### config.mk
export PLATFORM = sky130hd
export DESIGN_NAME = rca_issue_responder
export DESIGN_NICKNAME = d
export VERILOG_FILES = /design/src/rtl/rca_issue_responder.sv
export SDC_FILE = /design/constraint.sdc
export NUM_CORES = 1
export LEC_CHECK = 0
export CORE_MARGIN = 5
export CORE_UTILIZATION = 35
export CTS_CLUSTER_DIAMETER = 200
export DETAILED_ROUTE_END_ITERATION = 8
export GPL_TIMING_DRIVEN = 1
export HOLD_SLACK_MARGIN = 0.02
export PLACE_DENSITY = 0.6
export SLEW_MARGIN = 20
export SYNTH_ARGS = -nofsm -noshare
export SYNTH_HDL_FRONTEND = slang
export SYNTH_SLANG_ARGS = --single-unit
### constraint.sdc
create_clock -name clk -period 5.9 [get_ports clk]
set_clock_uncertainty 0.15 [all_clocks]
set_input_delay 0.885 -clock clk [delete_from_list [all_inputs] [get_ports clk]]
set_output_delay 0.885 -clock clk [all_outputs]
set_load 0.05 [all_outputs]
### src/rtl/rca_issue_responder.sv
// rca_issue_responder
//   RCA-side endpoint of the core-to-RCA issue/writeback protocol. Issued ops (id + operands)
//   are buffered in a small FIFO; one op at a time is launched into the grid, its result is
//   captured after a fixed latency and presented to writeback until acknowledged.
//
// Optional feature (macro RCA_ISSUE_ACK_CHAIN_EN):
//   defined     : an ack in WB with a non-empty queue launches the next op in the same cycle
//                 (WB -> EXEC directly).
//   not defined : WB -> IDLE on ack; the next launch happens one cycle later.
//
// Ports:
//   clk, rst_n         clock, synchronous active-low reset
//   new_request        issue strobe, accepted only while ready=1
//   issue_id, rs_data  id and operands of the issued op (rs1 in [31:0])
//   ready              queue not full
//   grid_start         one-cycle launch pulse
//   grid_operands      operands of the op in flight
//   grid_result        grid outputs, sampled on the last EXEC cycle
//   done, id, rd       writeback valid / id / result words
//   ack                writeback accepted
//   rca_config_locked  queue non-empty or FSM busy
//   rca_lsu_lock       FSM in EXEC
module rca_issue_responder #(
    parameter int unsigned NUM_READ_PORTS  = 5,
    parameter int unsigned NUM_WRITE_PORTS = 2,
    parameter int unsigned ID_W            = 3,
    parameter int unsigned GRID_LATENCY    = 4,
    parameter int unsigned QUEUE_DEPTH     = 2
) (
    input  logic                            clk,
    input  logic                            rst_n,
    input  logic                            new_request,
    input  logic [ID_W-1:0]                 issue_id,
    input  logic [NUM_READ_PORTS*32-1:0]    rs_data,
    output logic                            ready,
    output logic                            grid_start,
    output logic [NUM_READ_PORTS*32-1:0]    grid_operands,
    input  logic [NUM_WRITE_PORTS*32-1:0]   grid_result,
    output logic                            done,
    output logic [ID_W-1:0]                 id,
    output logic [NUM_WRITE_PORTS*32-1:0]   rd,
    input  logic                            ack,
    output logic                            rca_config_locked,
    output logic                            rca_lsu_lock
);

    localparam int unsigned OpW   = NUM_READ_PORTS * 32;
    localparam int unsigned ResW  = NUM_WRITE_PORTS * 32;
    localparam int unsigned PtrW  = (QUEUE_DEPTH > 1) ? $clog2(QUEUE_DEPTH) : 1;
    localparam int unsigned CntQW = $clog2(QUEUE_DEPTH + 1);
    localparam int unsigned LatW  = 4;

    typedef enum logic [1:0] {StIdle, StExec, StWb} state_e;

    state_e state_q, state_d;

    // Issue queue
    logic [ID_W-1:0]  q_id_mem   [QUEUE_DEPTH];
    logic [OpW-1:0]   q_data_mem [QUEUE_DEPTH];
    logic [PtrW-1:0]  wr_ptr_q, wr_ptr_d;
    logic [PtrW-1:0]  rd_ptr_q, rd_ptr_d;
    logic [CntQW-1:0] count_q, count_d;
    logic             q_empty;
    logic             push;

    // Op in flight / writeback
    logic [LatW-1:0]  lat_cnt_q, lat_cnt_d;
    logic [OpW-1:0]   operands_q, operands_d;
    logic [ID_W-1:0]  op_id_q, op_id_d;
    logic [ResW-1:0]  rd_q, rd_d;

    assign q_empty = (count_q == '0);
    assign ready   = (count_q != CntQW'(QUEUE_DEPTH));
    // Full check ignores a same-cycle pop; strobes while not ready are dropped.
    assign push    = new_request && ready;

    // State register
    always_ff @(posedge clk) begin
        if (!rst_n) begin
            state_q    <= StIdle;
            wr_ptr_q   <= '0;
            rd_ptr_q   <= '0;
            count_q    <= '0;
            lat_cnt_q  <= '0;
            operands_q <= '0;
            op_id_q    <= '0;
            rd_q       <= '0;
        end else begin
            state_q    <= state_d;
            wr_ptr_q   <= wr_ptr_d;
            rd_ptr_q   <= rd_ptr_d;
            count_q    <= count_d;
            lat_cnt_q  <= lat_cnt_d;
            operands_q <= operands_d;
            op_id_q    <= op_id_d;
            rd_q       <= rd_d;
        end
    end

    // Queue storage needs no reset: entries are only read while counted as valid.
    always_ff @(posedge clk) begin
        if (push) begin
            q_id_mem[wr_ptr_q]   <= issue_id;
            q_data_mem[wr_ptr_q] <= rs_data;
        end
    end

    // Next-state logic; grid_start doubles as the queue pop.
    always_comb begin
        state_d    = state_q;
        lat_cnt_d  = lat_cnt_q;
        operands_d = operands_q;
        op_id_d    = op_id_q;
        rd_d       = rd_q;
        wr_ptr_d   = wr_ptr_q;
        rd_ptr_d   = rd_ptr_q;
        count_d    = count_q;

        unique case (state_q)
            StIdle: begin
                if (!q_empty) begin
                    state_d = StExec;
                end
            end
            StExec: begin
                if (lat_cnt_q == '0) begin
                    rd_d    = grid_result;
                    state_d = StWb;
                end else begin
                    lat_cnt_d = lat_cnt_q - LatW'(1);
                end
            end
            StWb: begin
                if (ack) begin
`ifdef RCA_ISSUE_ACK_CHAIN_EN
                    state_d = q_empty ? StIdle : StExec;
`else
                    state_d = StIdle;
`endif
                end
            end
            default: state_d = StIdle;
        endcase

        if (grid_start) begin
            operands_d = q_data_mem[rd_ptr_q];
            op_id_d    = q_id_mem[rd_ptr_q];
            lat_cnt_d  = LatW'(GRID_LATENCY - 1);
            rd_ptr_d   = rd_ptr_q + PtrW'(1);
        end
        if (push) begin
            wr_ptr_d = wr_ptr_q + PtrW'(1);
        end

        unique case ({push, grid_start})
            2'b10:   count_d = count_q + CntQW'(1);
            2'b01:   count_d = count_q - CntQW'(1);
            default: count_d = count_q;
        endcase
    end

    // Outputs
    always_comb begin
        grid_start = 1'b0;
        unique case (state_q)
            StIdle: grid_start = !q_empty;
`ifdef RCA_ISSUE_ACK_CHAIN_EN
            StWb:   grid_start = ack && !q_empty;
`endif
            default: grid_start = 1'b0;
        endcase
    end

    assign done              = (state_q == StWb);
    assign id                = op_id_q;
    assign rd                = rd_q;
    assign grid_operands     = operands_q;
    assign rca_config_locked = !q_empty || (state_q != StIdle);
    assign rca_lsu_lock      = (state_q == StExec);

endmodule

### After elaboration in Yosys (flattened, before gate mapping)

Memories as Yosys holds them, arrays and structs flattened. A register that Yosys moved wholly into a read port is not among the register bits.
Index checks and enable logic that the tools add are counted.

* bits in registers: 74
* logic and storage cells: 52
* memories kept: 2
* bits in writable memories: 326
* output and inout port bits: 232
* input bits: 231

* bitwise logic cells: 2
* $add $sub $neg: 5
* reductions and logical operators: 16
* muxes and demuxes: 11
* eq/ne operators: 9

Memory list
* q_data_mem: words 2, width 160, rd ports 1, clocked after Yosys merged registers in 1, write ports 1, line 59 `logic [OpW-1:0] q_data_mem [QUEUE_DEPTH];`
* q_id_mem: words 2, width 3, rd ports 1, clocked after Yosys merged registers in 1, write ports 1, line 58 `logic [ID_W-1:0] q_id_mem [QUEUE_DEPTH];`

Operator list (number)
* $mux 2: 6
* $ne 2x2->1 const B: 3
* $pmux 2 s3: 1
* $reduce_and 2->1: 3
* $reduce_bool 2->1: 3
* $eq 2x1->1 const B: 2
* $eq 2x2->1 const B: 2
* $logic_not 2->1: 2
* $logic_not 4->1: 1
* $ne 2x1->1 const B: 2
* $pmux 2 s2: 1
* $sub 4x1->4 const B: 1
* $logic_not 1->1: 3
* $mux 1: 3
* $reduce_and 3->1: 1
* $add 1x1->1 const B: 2
* $add 2x1->2 const B: 1
* $not 1->1: 2
* $reduce_or 2->1: 1
* $sub 2x1->2 const B: 1
* $logic_and 1x1->1: 1
* $logic_or 1x1->1: 1

### Depth between registers and ports, before layout

Gate-level depths: netlist (run 1).

* depth after elaboration: 5
* mapped depth: 8
* gate-level depth less buffers: 7

### Least setup slack after synthesis (run 1)

OpenSTA, ideal clock, no wires.

* path type: reg-to-reg
* start: reg count_q[0]
* end: mem q_data_mem[1][0] in the netlist's numbering, enable pin
* setup time: 0.543 ns
* data required time: 5.207 ns
* path slack: 0.410 ns
* clock period less this slack: 5.490 ns
* arrival time: 4.797 ns
* buffers on the path: 0
* cell stages (with the launch flop): 3
* cell sequence: dfxtp_1 nand2b_1 and3_1

* cells in the longest elaborated chain, start to end: 4

RTL lines
* start: declaration: line 62 `logic [CntQW-1:0] count_q, count_d;`
* start signal: assignment: line 92 `count_q <= count_d;`
* $ne 2x2->1: line 73 `assign ready = (count_q != CntQW'(QUEUE_DEPTH));`
* net ready: line 35 `output logic ready,`
* $logic_and 1x1->1: line 75 `assign push = new_request && ready;`
* $mux 1: line 102 `if (push) begin`
* $mux 1 (not written as such): line 104 `q_data_mem[wr_ptr_q] <= rs_data;`
* end: declaration: line 59

The timed path passes the listed nets, and every way through them passes these cells.

### Worst setup path after layout (run 1)

* start: reg count_q[0]
* end: out grid_start

* cells in the longest elaborated chain, start to end: 3

RTL lines
* $logic_not 2->1: line 72 `assign q_empty = (count_q == '0);`
* $logic_not 1->1: line 166 `StIdle: grid_start = !q_empty;`
* $mux 1: line 165 `unique case (state_q)`
* end: declaration: line 36 `output logic grid_start,`

Every way passes these cells.

==> impl_summary.txt, run 1 <==
----------------------------------------------------
[Timing]
  Count of endpoints failing setup in the final report ... 0
  Pins over their slew limit ... 0
  Max-Slew Margin vs Limit ... 24.3%
  Count of endpoints failing hold in the final timing report ... 0
  Share of the clock period used by the worst path ... 73.4%
  Post-Route Setup TNS ... 0 ns
  Unrepaired setup endpoints after global routing ... false
  Fmax ... 231 MHz
  Slew at the pin with the worst max-slew slack ... 1.14 ns
  Final worst path period need ... 4.33 ns

[GRT]
  Global Route Usage Sum ... 16.7%
  Number of antenna violations at the first check in global routing ... 11
  Global-route wire length before repair ... 82,700 um
  Number of global-route vias before repair ... 13,400
  Largest net degree at the start of global routing ... 134
  Overall overflow remaining after global route ... 0

[Drt]
  Wire length on met1 ... 22,100 um
  Total length of routed met2 wires ... 27,300 um
  Routed len/inst ... 20.6 um
  Vias per inst ... 5.03
  Final WL ... 54,500 um
  DRC violation total after the first TritonRoute iteration ... 639
  Highest routed metal layer ... met5
  DRC violation count after routing ... 0
  Drt pass-1 iters ... 4
  Detailed route wirelength on metal3 ... 3620 um
  Number of antenna-violating nets in the routed design ... 0
  Via count ... 13,300

[Worst setup path]
  Arrival time worst endpoint ... 3.30 ns
  Required time at the worst-slack endpoint ... 4.87 ns
  Combined buffer and inverter count along the critical path ... 2
  Critical Path End Type ... output port
  Type of the setup path with the least slack ... flop to output port
  Maximum fanout count along the critical path ... 79
  Cell Chain, Critical Path ... or2_4 -> nand2_1 -> inv_6 -> clkdlybuf4s50_1
  Master of the slowest instance on the critical path ... clkdlybuf4s50_1
  Kind of launch point of the worst setup path ... flop
  Largest delay contributor family on the critical path ... simple AND/OR/NAND/NOR gates
  Crit-path max cell delay ... 0.87 ns

[Synthesis]
  Count of synthesis-stage warnings from yosys ... 0
  Number of flops mapped to enable cells by yosys ... 326
  Post-synth design cell area ... 20,100 um^2
  Seq/Total Area, Yosys ... 72.5%
  Share of flip-flops with an asynchronous set or reset ... 0%
  Avg Cell Area, Syn ... 14.1 um^2
  Netlist cell types ... 38
  Net Count, Synth ... 1,654
  Post-Synthesis Cells ... 1,421
  Ys flop type ... edfxtp_1
  Synth Register Bits ... 563

[Worst hold path]
  Path class of the lowest-slack min-delay path ... flop to flop

[Clocking]
  Clock tree sinks ... 563
  Clock slew at reported path FFs ... 0.06 ns
  Cts hold-fix bufs ... 0
  Post CTS Setup Buffer Count ... 0
  Clock tree buffer depth ... 3
  TritonCTS clock tree ... done
  H-tree levels ... 2
  Clock buffer count from CTS ... 59
  Clock latency reported for the late side of the worst-skew pair ... 0.61 ns
  Buffer cell driving the clock tree root ... clkbuf_16
  CTS-repair resized insts ... 0

[Cells and area]
  Final cell count without fillers ... 2,649
  Final Core Density ... 48.2%
  Count of fill cells added during filler insertion ... 4,911
  Synthesis-to-finish area growth ... 35.9%
  Ratio of cells with drive above 1 in the final layout ... 6.47%
  Commonest non-fill, non-tap cells in the layout ... clkdlybuf4s50_1 (462), edfxtp_1 (326), dfxtp_1 (236), a21oi_1 (230), a211oi_1 (164)
  Combined area of the multi-input logic cells ... 4950 um^2
  Count of nets after finishing ... 2,068
  Area occupied by registers ... 14,500 um^2
  Leading cell type in the layout, fill and taps excluded ... clkdlybuf4s50_1

[Job]
  Maximum capacitance violations ... 0

[Floorplanning]
  Die Span Y ... 249 um
  Horiz. Die Dim ... 249 um
  Standard cell core area ... 56,600 um^2
  Number of core rows ... 87
  Starting Density ... 35.4%
  Area of the die ... 62,200 um^2
  I/O pin count ... 463

[Placed design]
  Hpwl dp ... 33,800 um
  Final Wtd Congestion ... 0.797
  Placed cells ... 2,529
  IO buf count ... 462

[Power]
  Proportion of total power due to net switching ... 42.1%
  Share of power burned in combinational logic ... 43.6%
  Highest ir drop seen on vdd ... 0.368 mV
  Leakage power ... 8.93 nW
  Pwr dens ... 609 nW/um^2
  Internal power of the cells ... 9.62 mW
  Reg power frac ... 34.5%
  Relative contribution of the clock network to total power ... 22.0%
  Switching power of the nets ... 6.98 mW

[Status]
  Result of the run ... finished, final reports clean

----------------------------------------------------
## final timing paths
check	startpoint	end	slack [ns]	cells past startpoint
setup reg to reg	count_q[0]	grid_operands[143]	2.62	5
setup / recovery	count_q[0]	grid_start	1.57	4
hold / removal	rd[39]	rd[39]	0.32	2
hold reg to reg	rd[39]	rd[39]	0.32	2
## cell type report
cell class / instances / share of cell area, %
Sequential cell: 563 / 53.3
Multi-Input combinational cell: 724 / 18.2
Timing Repair Buffer: 479 / 17.7
Clock buffer: 94 / 6.48
Tap cell: 756 / 3.47
Clock inverter: 17 / 0.638
Inverter: 8 / 0.174
Antenna cell: 8 / 0.0734
## Yosys cell counts (10+ instances only)
master / n / area, um^2
buf_4: 10 / 75.1
nand3_1: 66 / 330
buf_2: 39 / 195
a21oi_1: 230 / 1150
clkbuf_1: 71 / 267
dfxtp_1: 237 / 4740
mux2i_1: 163 / 1630
o21ai_0: 69 / 345
a211oi_1: 164 / 1230
edfxtp_1: 326 / 9790
## state kept, by name, indices dropped and copies added, names as in the netlist, 2 cells and up
name,cells
count_q,2
grid_operands,160
id,3
lat_cnt_q,4
q_data_mem,320
q_id_mem,6
rd,64
state_q,2
## power groups by stage
stage	logic (mW)	registers [mW]	clock network, mW
6_report	7.24	5.72	3.65
3_5_place_dp	7.29	5.80	0
5_1_grt	7.69	5.83	3.93
4_1_cts	7.30	5.74	3.76
3_3_place_gp	7.22	5.79	0
2_1_floorplan	2.82	7.86	0
## logic make-up after synthesis
| kind of cell | after synthesis | synth area share [%] |
|---|---|---|
| mux | 163 | 8.13 |
| simple gates | 88 | 2.36 |
| flops | 563 | 72.5 |
| buf+inv | 134 | 2.98 |
| xor+xnor | 2 | 0.0873 |
| compound gates | 469 | 13.9 |
| fa+ha+maj | 2 | 0.125 |
## worst min-delay path: cells and delay by family, from the launching register on
family,cells,cell delay (ns)
DFF,1,0.30
AOI/OAI and AO/OA,2,0.12
## metal layers
layer / vias to the layer above / global-route usage (%)
li1: 6296 / -
met2: 415 / 28.4
met3: 96 / 4.38
met5: - / 0
met4: 8 / 5.44
met1: 6511 / 20.8
## metrics by stage
stage	hold slack, ns	power (mW)	cell area, um^2	setup slack [ns]
4_1_cts	0.324	16.8	27200	1.44
6_report	0.325	16.6	27300	1.57
5_1_grt	0.343	17.5	27300	1.30
2_1_floorplan	0.330	10.7	20100	0.410
3_5_place_dp	0.316	13.1	25300	2.13
3_3_place_gp	0.309	13.0	25300	2.13
No activity file was read; power rests on OpenSTA's default activity.
==> inputs of run 2 (changes only) <==
- PLACE_DENSITY: 0.6 -> 0.63
- clock period: 5.9 -> 3.98 ns (I/O delays scaled with it)
==> run 2 against run 1 <==
Net effect:
- sequential power increased by 48%
- final cell count increased by 0.15%
- routed wire length increased by 0.86%
- design area increased by 0.15%
- count of clock-buffer cells in the layout decreased by 15
- non-clock buffer count increased by 13
- first-iteration DRC count increased by 0.31%
- largest cell class unchanged
- highest routed layer unchanged
==> impl_summary.txt, run 2 (synthesized netlist as in run 1, its figures left out) <==
----------------------------------------------------
[Status]
  Result of the run ... finished, final reports clean

[Worst hold path]
  Worst Hold Depth ... 2 (unchanged)
  Path class of the lowest-slack min-delay path ... flop to flop
  Min-Delay Startpoint ... rd[57]
  Hold worst-path end ... rd[57]

[Placed design]
  Hpwl dp ... 35,100 um (+3.9%)
  Final Wtd Congestion ... 0.789 (-0.97%)
  Placed cell area ... 25,500 um^2 (+0.92%)
  IO buf count ... 462 (unchanged)

[Clocking]
  Clock latency reported for the late side of the worst-skew pair ... 0.60 ns (about the same)
  Post CTS Setup Buffer Count ... 0 (unchanged)
  TritonCTS clock tree ... done
  Clock tree buffer depth ... 3 (unchanged)
  Clock slew at reported path FFs ... 0.06 ns (about the same)
  Clock buffer count from CTS ... 56 (-5.1%)
  Cts hold-fix bufs ... 0 (unchanged)
  Clock tree sinks ... 563 (unchanged)
  CTS-repair resized insts ... 0 (unchanged)
  Buffer cell driving the clock tree root ... clkbuf_16
  H-tree levels ... 2 (unchanged)

[Timing]
  Pins over their slew limit ... 0 (unchanged)
  Max-Slew Margin vs Limit ... 26.9% (+2.6 points)
  Fmax ... 308 MHz
  Post-Route Setup TNS ... 0 ns (unchanged)
  Final worst path period need ... 3.24 ns
  Count of endpoints failing setup in the final report ... 0 (unchanged)
  Unrepaired setup endpoints after global routing ... false
  Slew at the pin with the worst max-slew slack ... 1.10 ns (-0.0383 ns)
  Count of endpoints failing hold in the final timing report ... 0 (unchanged)
  Share of the clock period used by the worst path ... 81.5%
  Worst hold slack ... 0.325 ns (-0.000138 ns)

[Worst setup path]
  Maximum fanout count along the critical path ... 70 (-11%)
  R2r endpoint ... grid_operands[80]
  Required time at the worst-slack endpoint ... 3.23 ns (-1.64 ns)
  Largest delay contributor family on the critical path ... buffers and inverters
  Combined buffer and inverter count along the critical path ... 2 (unchanged)
  Master of the slowest instance on the critical path ... clkdlybuf4s50_1
  Startpoint of the most critical setup path ... state_q[1]
  Register-to-register setup slack ... 1.32 ns (-1.30 ns)
  Arrival time worst endpoint ... 2.50 ns (-0.80 ns)
  Crit-path max cell delay ... 0.74 ns (-0.13 ns)
  Cell Chain, Critical Path ... nand2b_4 -> clkinv_1 -> clkdlybuf4s50_1
  Kind of launch point of the worst setup path ... flop
  Startpoint of the most critical register-to-register path ... state_q[0]
  Critical Path End Type ... output port
  Worst Reg2Reg Path Length in Cells ... 6 (+1)
  Type of the setup path with the least slack ... flop to output port

[Power]
  Proportion of total power due to net switching ... 42.5% (+0.46 points)
  Share of power burned in combinational logic ... 44.4% (+0.8 points)
  Reg power frac ... 34.7% (+0.2 points)
  Switching power of the nets ... 10.4 mW (+48%)
  Leakage power ... 8.93 nW (about the same)
  Internal power of the cells ... 14.0 mW (+46%)
  Total power of the final layout ... 24.4 mW (+47%)
  Pwr dens ... 893 nW/um^2 (+47%)
  Highest ir drop seen on vdd ... 0.718 mV (+95%)
  Relative contribution of the clock network to total power ... 20.8% (-1.2 points)

[Cells and area]
  Count of nets after finishing ... 2,078 (+0.48%)
  Count of fill cells added during filler insertion ... 4,913 (+0.041%)
  Commonest non-fill, non-tap cells in the layout ... clkdlybuf4s50_1 (461), edfxtp_1 (326), dfxtp_1 (236), a21oi_1 (230), a211oi_1 (164)
  Final Core Density ... 48.2% (+0.073 points)
  Largest reg by FF count ... q_data_mem
  Final instance area ... 27,300 um^2 (+0.15%)
  Leading cell type in the layout, fill and taps excluded ... clkdlybuf4s50_1
  Flip-flop count of the largest register, all copies and words added ... 320 (unchanged)
  Synthesis-to-finish area growth ... 36.1%
  Ratio of cells with drive above 1 in the final layout ... 6.92% (+0.45 points)

[Drt]
  DRC violation count after routing ... 0 (unchanged)
  Drt pass-1 iters ... 4 (unchanged)
  Routed len/inst ... 20.7 um (+0.71%)
  Number of antenna-violating nets in the routed design ... 0 (unchanged)
  DRC violation total after the first TritonRoute iteration ... 641 (+0.31%)
  Final WL ... 55,000 um (+0.86%)
  Via count ... 13,400 (+0.77%)
  Vias per inst ... 5.06 (+0.62%)

[Floorplanning]
  Standard cell core area ... 56,600 um^2 (unchanged)
  I/O pin count ... 463 (unchanged)
  Horiz. Die Dim ... 249 um (unchanged)
  Die Span Y ... 249 um (unchanged)
  Number of core rows ... 87 (unchanged)
  Area of the die ... 62,200 um^2 (unchanged)
  Starting Density ... 35.4% (unchanged)

[GRT]
  Overall overflow remaining after global route ... 0 (unchanged)
  Number of antenna violations at the first check in global routing ... 10 (-1)
  Number of global-route vias before repair ... 13,600 (+1.0%)
  Global Route Usage Sum ... 17.0% (+0.30 points)
  Largest net degree at the start of global routing ... 164 (+22%)
  Global-route wire length before repair ... 83,900 um (+1.5%)

[Job]
  Maximum capacitance violations ... 0 (unchanged)

----------------------------------------------------
run 2: changes by cell type in the layout (fill, tap and decap cells not counted), moves of 2 or more:
| cell | change |
|---|---|
| clkbuf_8 | -9 |
| diode_2 | -4 |
| buf_12 | +10 |
| clkinvlp_4 | +6 |
| clkbuf_16 | -2 |
| buf_4 | +5 |
| clkbuf_1 | -4 |
| clkinv_1 | +5 |
run 2: per-stage QoR:
step           worst slack, ns  cells
4_1_cts                  0.671   2649
3_5_place_dp              1.18   2543
3_3_place_gp              1.18   2543
5_1_grt                  0.578   2653
2_1_floorplan            0.108   1421
6_report                 0.736   2653
run 2: layout make-up:
class                      instances  area (um^2)  area share, %
inverter                           8         46.3          0.170
timing repair buffer             492         5020           18.4
clock buffer                      79         1580           5.78
clock inverter                    27          213          0.779
antenna                            4         10.0         0.0367
tap                              756          946           3.46
sequential                       563        14500           53.2
multi-input combinational        724         4950           18.1
run 2: worst max-delay path by stage:
stage	endpoint	cells past startpoint
finish	rca_lsu_lock	3
CTS	rca_lsu_lock	3
detailed placement	q_data_mem[0][141]	4
global placement	q_data_mem[0][156]	4
global route	rca_lsu_lock	3
floorplan	q_data_mem[0][0]	3
run 2: routing by layer:
metal  track usage, %  share of wire [%]  vias to the layer above
li1                 -                  -                     6316
met1             21.1                 41                     6547
met4             5.41                2.5                       10
met2             29.1                 50                      461
met5                0               0.12                        -
met3             4.28                6.6                       95
run 2: power groups by stage:
stage | Combinational (mW) | Clock, mW | Sequential, mW
floorplan | 4.19 | 0 | 11.6
global placement | 10.8 | 0 | 8.56
detailed placement | 10.9 | 0 | 8.59
CTS | 11.0 | 5.26 | 8.49
global route | 11.5 | 5.51 | 8.63
finish | 10.8 | 5.08 | 8.48
run 2: worst reg2reg max path: stages, from the launching register on:
cell and delay [ns]:
dfxtp_1 0.37, nor2_4 0.09, buf_4 0.35, nand2_1 0.21, inv_6 0.46, buf_12 0.53
a211oi_1 0.35
